<file path="config.mk">
export PLATFORM = sky130hd
export DESIGN_NAME = stream_chain_cipher
export DESIGN_NICKNAME = d
export VERILOG_FILES = /design/src/rtl/stream_chain_cipher_pkg.sv /design/src/rtl/stream_chain_cipher_chain_round.sv /design/src/rtl/stream_chain_cipher.sv
export SDC_FILE = /design/constraint.sdc
export NUM_CORES = 1
export LEC_CHECK = 0
export CAP_MARGIN = 30
export CORE_MARGIN = 2
export CORE_UTILIZATION = 51
export CTS_CLUSTER_SIZE = 16
export DETAILED_ROUTE_END_ITERATION = 12
export PLACE_DENSITY = 0.77
export SLEW_MARGIN = 20
export SYNTH_ARGS = -nofsm -noshare
export SYNTH_HDL_FRONTEND = slang
export SYNTH_SLANG_ARGS = --single-unit
</file>
<file path="constraint.sdc">
create_clock -name clk -period 3.06 [get_ports clk]
set_input_delay 0.612 -clock clk [delete_from_list [all_inputs] [get_ports clk]]
set_output_delay 0.612 -clock clk [all_outputs]
set_load 0.02 [all_outputs]
</file>
<file path="src/rtl/stream_chain_cipher_pkg.sv">
// stream_chain_cipher_pkg: FSM state encoding and width-generic rotate helpers.
package stream_chain_cipher_pkg;
    localparam int MAX_W = 64;

    typedef enum logic [1:0] {IDLE, RUN, DRAIN, DONE} state_t;

    function automatic logic [MAX_W-1:0] width_mask(input int w);
        return (MAX_W'(1) << w) - MAX_W'(1);
    endfunction

    // x must already be zero above bit w-1
    function automatic logic [MAX_W-1:0] rotl(input logic [MAX_W-1:0] x, input int w, input int r);
        return ((x << r) | (x >> (w - r))) & width_mask(w);
    endfunction

    function automatic logic [MAX_W-1:0] rotr(input logic [MAX_W-1:0] x, input int w, input int r);
        return ((x >> r) | (x << (w - r))) & width_mask(w);
    endfunction
endpackage

</file>
<file path="src/rtl/stream_chain_cipher_chain_round.sv">
// chain_round: one combinational cipher round, encrypt or decrypt against the running chain value.
module chain_round
    import stream_chain_cipher_pkg::*;
#(
    parameter int DATA_W = 8,
    parameter int ROT = 3
) (
    input  logic [DATA_W-1:0] data,
    input  logic [DATA_W-1:0] chain,
    input  logic [DATA_W-1:0] key,
    input  logic              mode,
    output logic [DATA_W-1:0] result
);
    logic [DATA_W-1:0] enc;
    logic [DATA_W-1:0] diff;
    logic [DATA_W-1:0] dec;

    always_comb begin
        enc = DATA_W'(rotl(MAX_W'(data ^ chain), DATA_W, ROT)) + key;
        diff = data - key;
        dec = DATA_W'(rotr(MAX_W'(diff), DATA_W, ROT)) ^ chain;
        result = mode ? dec : enc;
    end
endmodule

</file>
<file path="src/rtl/stream_chain_cipher.sv">
// stream_chain_cipher: framed chained stream cipher with a single registered output stage
// and a running comparison of the output frame against EXP.
module stream_chain_cipher #(
    parameter int DATA_W = 8,
    parameter int N = 42,
    parameter int ROT = 3,
    parameter logic [DATA_W-1:0] KEY = 8'h5A,
    parameter logic [DATA_W-1:0] IV = 8'h00,
    parameter logic [N*DATA_W-1:0] EXP = '0
) (
    input  logic              clk,
    input  logic              rst,
    input  logic              start,
    input  logic              mode,
    input  logic [DATA_W-1:0] in_data,
    input  logic              in_valid,
    output logic              in_ready,
    output logic [DATA_W-1:0] out_data,
    output logic              out_valid,
    input  logic              out_ready,
    output logic              done,
    output logic              match
);
    import stream_chain_cipher_pkg::*;

    localparam int IDX_W = $clog2(N + 1);

    state_t            state;
    logic              mode_q;
    logic              match_acc;
    logic [IDX_W-1:0]  idx;
    logic [IDX_W-1:0]  idx_c;
    logic [DATA_W-1:0] chain;
    logic [DATA_W-1:0] key;
    logic [DATA_W-1:0] result;
    logic [DATA_W-1:0] exp_word;
    logic              accept;
    logic              handoff;

    assign in_ready = (state == RUN) && (!out_valid || out_ready);
    assign accept = in_valid && in_ready;
    assign handoff = out_valid && out_ready;
    assign key = KEY + DATA_W'(idx);
    // word 0 sits in the most-significant slot of EXP
    assign idx_c = (idx < IDX_W'(N)) ? idx : '0;
    assign exp_word = EXP[DATA_W * (N - 1 - int'(idx_c)) +: DATA_W];

    chain_round #(.DATA_W(DATA_W), .ROT(ROT)) u_round (
        .data(in_data),
        .chain(chain),
        .key(key),
        .mode(mode_q),
        .result(result)
    );

    always_ff @(posedge clk) begin
        if (rst) begin
            state <= IDLE;
            mode_q <= 1'b0;
            match_acc <= 1'b0;
            idx <= '0;
            chain <= IV;
            out_data <= '0;
            out_valid <= 1'b0;
            done <= 1'b0;
            match <= 1'b0;
        end else begin
            case (state)
                IDLE, DONE: begin
                    if (start) begin
                        state <= RUN;
                        mode_q <= mode;
                        idx <= '0;
                        chain <= IV;
                        match_acc <= 1'b1;
                        done <= 1'b0;
                        match <= 1'b0;
                    end
                end
                RUN: begin
                    out_valid <= accept || (out_valid && !out_ready);
                    if (accept) begin
                        out_data <= result;
                        chain <= mode_q ? in_data : result;
                        match_acc <= match_acc && (result == exp_word);
                        idx <= idx + 1'b1;
                        state <= (idx == IDX_W'(N - 1)) ? DRAIN : RUN;
                    end
                end
                DRAIN: begin
                    if (handoff) begin
                        out_valid <= 1'b0;
                        state <= DONE;
                        done <= 1'b1;
                        match <= match_acc;
                    end
                end
                default: state <= IDLE;
            endcase
        end
    end
endmodule
</file>
; Word level (Yosys, flattened, before mapping)
; Cells that the tools add are included.
[word_totals]
ff_bits = 29
output_inout_bits = 12
[op_classes]
n_addsub = 5
order_cmp = 1
n_eq_ne = 8
shifts = 1
mux = 24
n_bitwise = 4
n_reduce_logical = 20
[op_table]
columns = cell, count
row1 = "336-bit by 10-bit variable part select with 8-bit output, first input constant", 1
row2 = 8-bit 2-to-1 mux, 4
row3 = 6-bit 2-to-1 mux, 3
row4 = 8-bit case mux with 2 select lines, 1
row5 = 8-bit XOR, 2
row6 = 6-bit case mux with 2 select lines, 1
row7 = 3-bit AND reduction, 3
row8 = "7-bit by 6-bit adder with 8-bit output, first input constant", 1
row9 = 8-bit adder, 1
row10 = 8-bit equality test, 1
row11 = 2-bit 2-to-1 mux, 4
row12 = 5-bit by 8-bit bitwise OR with 8-bit output, 1
row13 = 8-bit by 3-bit bitwise OR with 8-bit output, 1
row14 = 1-bit case mux with 2 select lines, 4
row15 = 8-bit subtractor, 1
row16 = "6-bit by 6-bit subtractor with 7-bit output, first input constant", 1
row17 = "6-bit by 1-bit adder with 6-bit output, second input constant", 1
row18 = "6-bit equality test, second input constant", 1
row19 = "6-bit less-than comparator, second input constant", 1
row20 = 1-bit 2-to-1 mux, 6
row21 = "2-bit inequality test, second input constant", 3
row22 = 2-bit case mux with 3 select lines, 1
row23 = 2-bit AND reduction, 3
row24 = 2-bit nonzero test, 3
row25 = 7 further kinds, 14

; Depth between registers and ports, before layout
[logic_depth]
ltp_word = 9
ltp_mapped = 12

; Cells and area by module
; From an unflattened synthesis, not the netlist that was laid out.
[unflattened]
hier_cells = 275
area_unflattened_um2 = 2280.9
[modules_own_cells]
columns = mod, instances, cells_each, area_each_um2, seq_area_each_um2
row1 = stream_chain_cipher, 1, 173, 1485.2, 580.6
row2 = chain_round, 1, 102, 795.8, 0.0

; Least setup slack after synthesis
; Ideal clock, no wire load.
[synth_path]
path_type = input -> register
from = input port in_data[0]
to = register match_acc
setup_ns = 0.084
arrival_ns = 2.829
required_time_ns = 2.976
setup_slack_ns = 0.146
path_stages = 10
path_buffers = 0
path_cell_list = inv_1 ha_1 fa_1 nor2b_4 o21ai_2 and4_4 a221o_1 a211o_1 or4_4 o31ai_2
[synth_between]
elab_chain_cells = 8
elab_cells_between_ends = 11
[synth_rtl]
columns = item, line_no
row1 = from (decl), stream_chain_cipher.sv:15  ; input logic [DATA_W-1:0] in_data,
row2 = 8-bit subtractor or 8-bit XOR (tied branches), "stream_chain_cipher_chain_round.sv:20, stream_chain_cipher_chain_round.sv:19"
row3 = 5-bit by 8-bit bitwise OR with 8-bit output or 8-bit by 3-bit bitwise OR with 8-bit output (tied branches), "stream_chain_cipher_pkg.sv:17, stream_chain_cipher_pkg.sv:13"
row4 = 8-bit XOR or 8-bit adder (tied branches), "stream_chain_cipher_chain_round.sv:21, stream_chain_cipher_chain_round.sv:19"
row5 = 8-bit 2-to-1 mux (*), stream_chain_cipher_chain_round.sv:22  ; result = mode ? dec : enc;
row6 = 8-bit equality test (*), stream_chain_cipher.sv:85  ; match_acc <= match_acc && (result == exp_word);
row7 = 1-bit logical AND (*), stream_chain_cipher.sv:85
row8 = 1-bit 2-to-1 mux (*), stream_chain_cipher.sv:82  ; if (accept) begin
row9 = 1-bit case mux with 2 select lines (*), stream_chain_cipher.sv:68  ; case (state)
row10 = to (signal assigned), stream_chain_cipher.sv:85
row11 = to (decl), stream_chain_cipher.sv:30  ; logic match_acc;
; Every way passes the cells marked *; elsewhere a longest branch is shown, timed or not. The select of a mux whose other input is x is not followed.
; A chain may end at the register's enable or synchronous reset.

; Worst setup path after layout
[layout_path]
from = input port in_data[5]
to = register match_acc
[layout_between]
elab_chain_cells = 8
elab_cells_between_ends = 11
[layout_rtl]
columns = item, line_no
row1 = 8-bit XOR or 8-bit subtractor (tied branches), "stream_chain_cipher_chain_round.sv:19, stream_chain_cipher_chain_round.sv:20"
row2 = 8-bit by 3-bit bitwise OR with 8-bit output or 5-bit by 8-bit bitwise OR with 8-bit output (tied branches), "stream_chain_cipher_pkg.sv:13, stream_chain_cipher_pkg.sv:17"
row3 = 8-bit adder or 8-bit XOR (tied branches), "stream_chain_cipher_chain_round.sv:19, stream_chain_cipher_chain_round.sv:21"
row4 = 8-bit 2-to-1 mux (*), stream_chain_cipher_chain_round.sv:22
row5 = 8-bit equality test (*), stream_chain_cipher.sv:85
row6 = 1-bit logical AND (*), stream_chain_cipher.sv:85
row7 = 1-bit 2-to-1 mux (*), stream_chain_cipher.sv:82
row8 = 1-bit case mux with 2 select lines (*), stream_chain_cipher.sv:68
; Marks and branches as above.

==> flow_summary.yaml <==
worst_setup_path:
  crit_fanout: 2
  crit_arrival_ps: 3190
  worstSetupPathType: "in -> reg"
  path_buf_inv: 1
  endpoint_kind: "flip-flop"
  worst_setup_path_start_kind: "input pin"
  crit_chain: "clkdlybuf4s50_1, xor2_1, ha_1, fa_1, a221o_1, a211o_1, or4_4, o31ai_4"
  required_ps: 3260
  max_stage_delay_ps: 500
  path_delay_family: "compound AO/OA/AOI/OAI gates"
  critical-path-slowest-cell: "clkdlybuf4s50_1"
die:
  dieArea_sq_um: 4830
  coreArea_sq_um: 4060
  std_cell_rows: 23
  start_util: 0.539
  die_y_microns: 69.5
  die_width_microns: 69.5
  io_pins: 26
routing:
  wl_per_cell_microns: 14.8
  finalWirelength_mm: 5.73
  detail-route-antenna-nets: 0
  drtIter0Drc: 147
  viasPerCell: 5.54
  drc: 0
  vias: 2137
  dr.pass1.iters: 4
clocking:
  cts_tree: "built"
  clock_path_buffers: 2
  cts.htree.levels: 2
  hold_buffers: 0
  cts_root_buf: "clkbuf_8"
  clkSinkCount: 29
  cts_buffers: 5
  cts.clk_slew.worst_paths_ps: 60
  clk_latency_ps: 280
synthesis:
  yosysMostFrequentCell: "a21oi_1"
  ys_ff_latch: 29
  synth_ff_type: "dfxtp_1"
  synth_top_area_share: 0.265
  yosysTopAreaCell: "dfxtp_1"
  ys_top_cells_by_area: "dfxtp_1 (27%), ha_1 (11%), a21oi_1 (8.0%)"
  synth_commonest_cells: "a21oi_1 (35), nor2_1 (32), dfxtp_1 (29)"
  synth_area_sq_um: 2190
  syn-mean-instance-area_sq_um: 7.87
  synth_edf_count: 0
  synthesis.nets: 313
  seq_area_frac_synth: 0.265
  synth_cell_types: 46
  synthArstFlopShare: 0
  yosys_warnings: 0
  synthCells: 278
power_and_ir_drop:
  p_seq_frac: 0.323
  power_switching_uw: 466
  p_int_uw: 859
  ir_worst_vdd_mv: 0.274
  swShare: 0.352
  clkPwrFrac: 0.243
  power_mw: 1.32
  power_density_nw_per_um2: 461
  pwr-share-comb: 0.433
  p_leak_nw: 1.23
run_status:
  outcome: "finished, final reports clean"
placement:
  place.port_buffers: 25
  gp_congestion: 0.999
  placed_area_sq_um: 2720
  hpwl_mm: 4.38
  place_ws_ps: -473
sta:
  tns_ps: 0
  min_period_over_period: 0.975
  finalHoldViolations: 0
  fin_skew_ps: 3.99
  worst_pin_slew_ps: 456
  finalWorstPathRequiredPeriod_ps: 2980
  drv_slew: 0
  timing.slew.headroom: 0.692
  hold_slack_ps: 459
  timing.fmax_mhz: 335
  worst_slack_ps: 75.1
  rsz0062_at_grt: "false"
  setup_violations: 0
grt:
  grtUsageTotal: 0.243
  grt_pass1_vias: 2077
  grt_remaining_overflow: 0
  grt_antenna_before_repair: 0
  grt_pass1_wl_mm: 9.44
  grt_max_degree: 29
worst_hold_path:
  hp-class: "reg -> reg"
finish:
  design_area_sq_um: 2880
  final_nets: 371
  syn_to_final_growth_pct: 31.5
  layout-drive-gt1-share: 0.182
  diodes: 0
job:
  drv_cap: 0
-- registers in the layout, indices dropped and copies added (netlist names) --
name       cells
chain          8
out_data       8
idx            6
state          2
done           1
match          1
match_acc      1
mode_q         1
out_valid      1
-- power by group through the flow --
stage,logic [mW],clock network [mW],registers (mW)
6_report,0.574,0.322,0.428
5_1_grt,0.625,0.339,0.432
4_1_cts,0.561,0.322,0.427
3_5_place_dp,0.544,0,0.435
3_3_place_gp,0.536,0,0.434
2_1_floorplan,0.316,0,0.448
-- per-stage QoR --
step                instances   util
floorplan                 278      -
global placement          378  0.671
detailed placement        378  0.671
CTS                       385  0.698
global route              386  0.709
finish                    386  0.709
-- cell type report --
| cell class | instances | area (sq um) |
|---|---|---|
| Clock buffer | 7 | 86.3 |
| Fill cell | 332 | 1180 |
| Inverter | 15 | 56.3 |
| Multi-Input combinational cell | 223 | 1560 |
| Sequential cell | 29 | 581 |
| Tap cell | 50 | 62.6 |
| Timing Repair Buffer | 62 | 531 |
-- routing by layer --
layer | part of all wire | up-vias | GRT usage
met4 | 0.020 | 0 | 0.0871
met2 | 0.48 | 46 | 0.421
met5 | 0 | - | 0
met1 | 0.45 | 1000 | 0.297
met3 | 0.056 | 12 | 0.0465
li1 | - | 1079 | -
-- layout by cell type, fill, tap and decap left out, types with 6 or more instances in the layout --
| cell | instances |
|---|---|
| nor3_1 | 10 |
| inv_1 | 14 |
| clkbuf_8 | 6 |
| nor2_1 | 32 |
| ha_1 | 17 |
| xnor2_1 | 9 |
| a21oi_1 | 32 |
| dfxtp_1 | 29 |
| xor2_1 | 18 |
| nand2_1 | 26 |
| clkdlybuf4s50_1 | 24 |
| buf_4 | 37 |
-- cell families after synthesis --
kind of cell | after synthesis | share of synthesized area
AND/OR/NAND/NOR | 91 | 0.197
XOR/XNOR | 30 | 0.120
multiplexers | 6 | 0.0292
buffers and inverters | 26 | 0.0469
flip-flops | 29 | 0.265
adder cells (fa/ha/maj) | 21 | 0.127
AO/OA/AOI/OAI | 75 | 0.215
-- repair_timing --
item                                    in CTS  in global routing
pin swaps                                    4                  8
endpoints found under the setup margin       1                  3
hold endpoints to repair                     0                  0
gates resized for setup                      6                  9
buffers inserted                             0                  1
-- worst min-delay path: cells and delay by family, from the launching register on --
kind	cells	cell delay, ps
compound gates	1	50
simple gates	1	50
flops	1	310
-- path summary, 6_finish.rpt --
path | from | endpoint | slack, ps | depth (start not counted)
max reg2reg | idx[2]$_SDFFE_PP0P_ | match_acc$_SDFFE_PP0P_ | 180 | 11
max | in_data[5] | match_acc$_SDFFE_PP0P_ | 80 | 8
min | out_data[6]$_SDFFE_PP0P_ | out_data[6]$_SDFFE_PP0P_ | 460 | 2
min reg2reg | out_data[6]$_SDFFE_PP0P_ | out_data[6]$_SDFFE_PP0P_ | 460 | 2
Power figures use the tool's default switching activity.
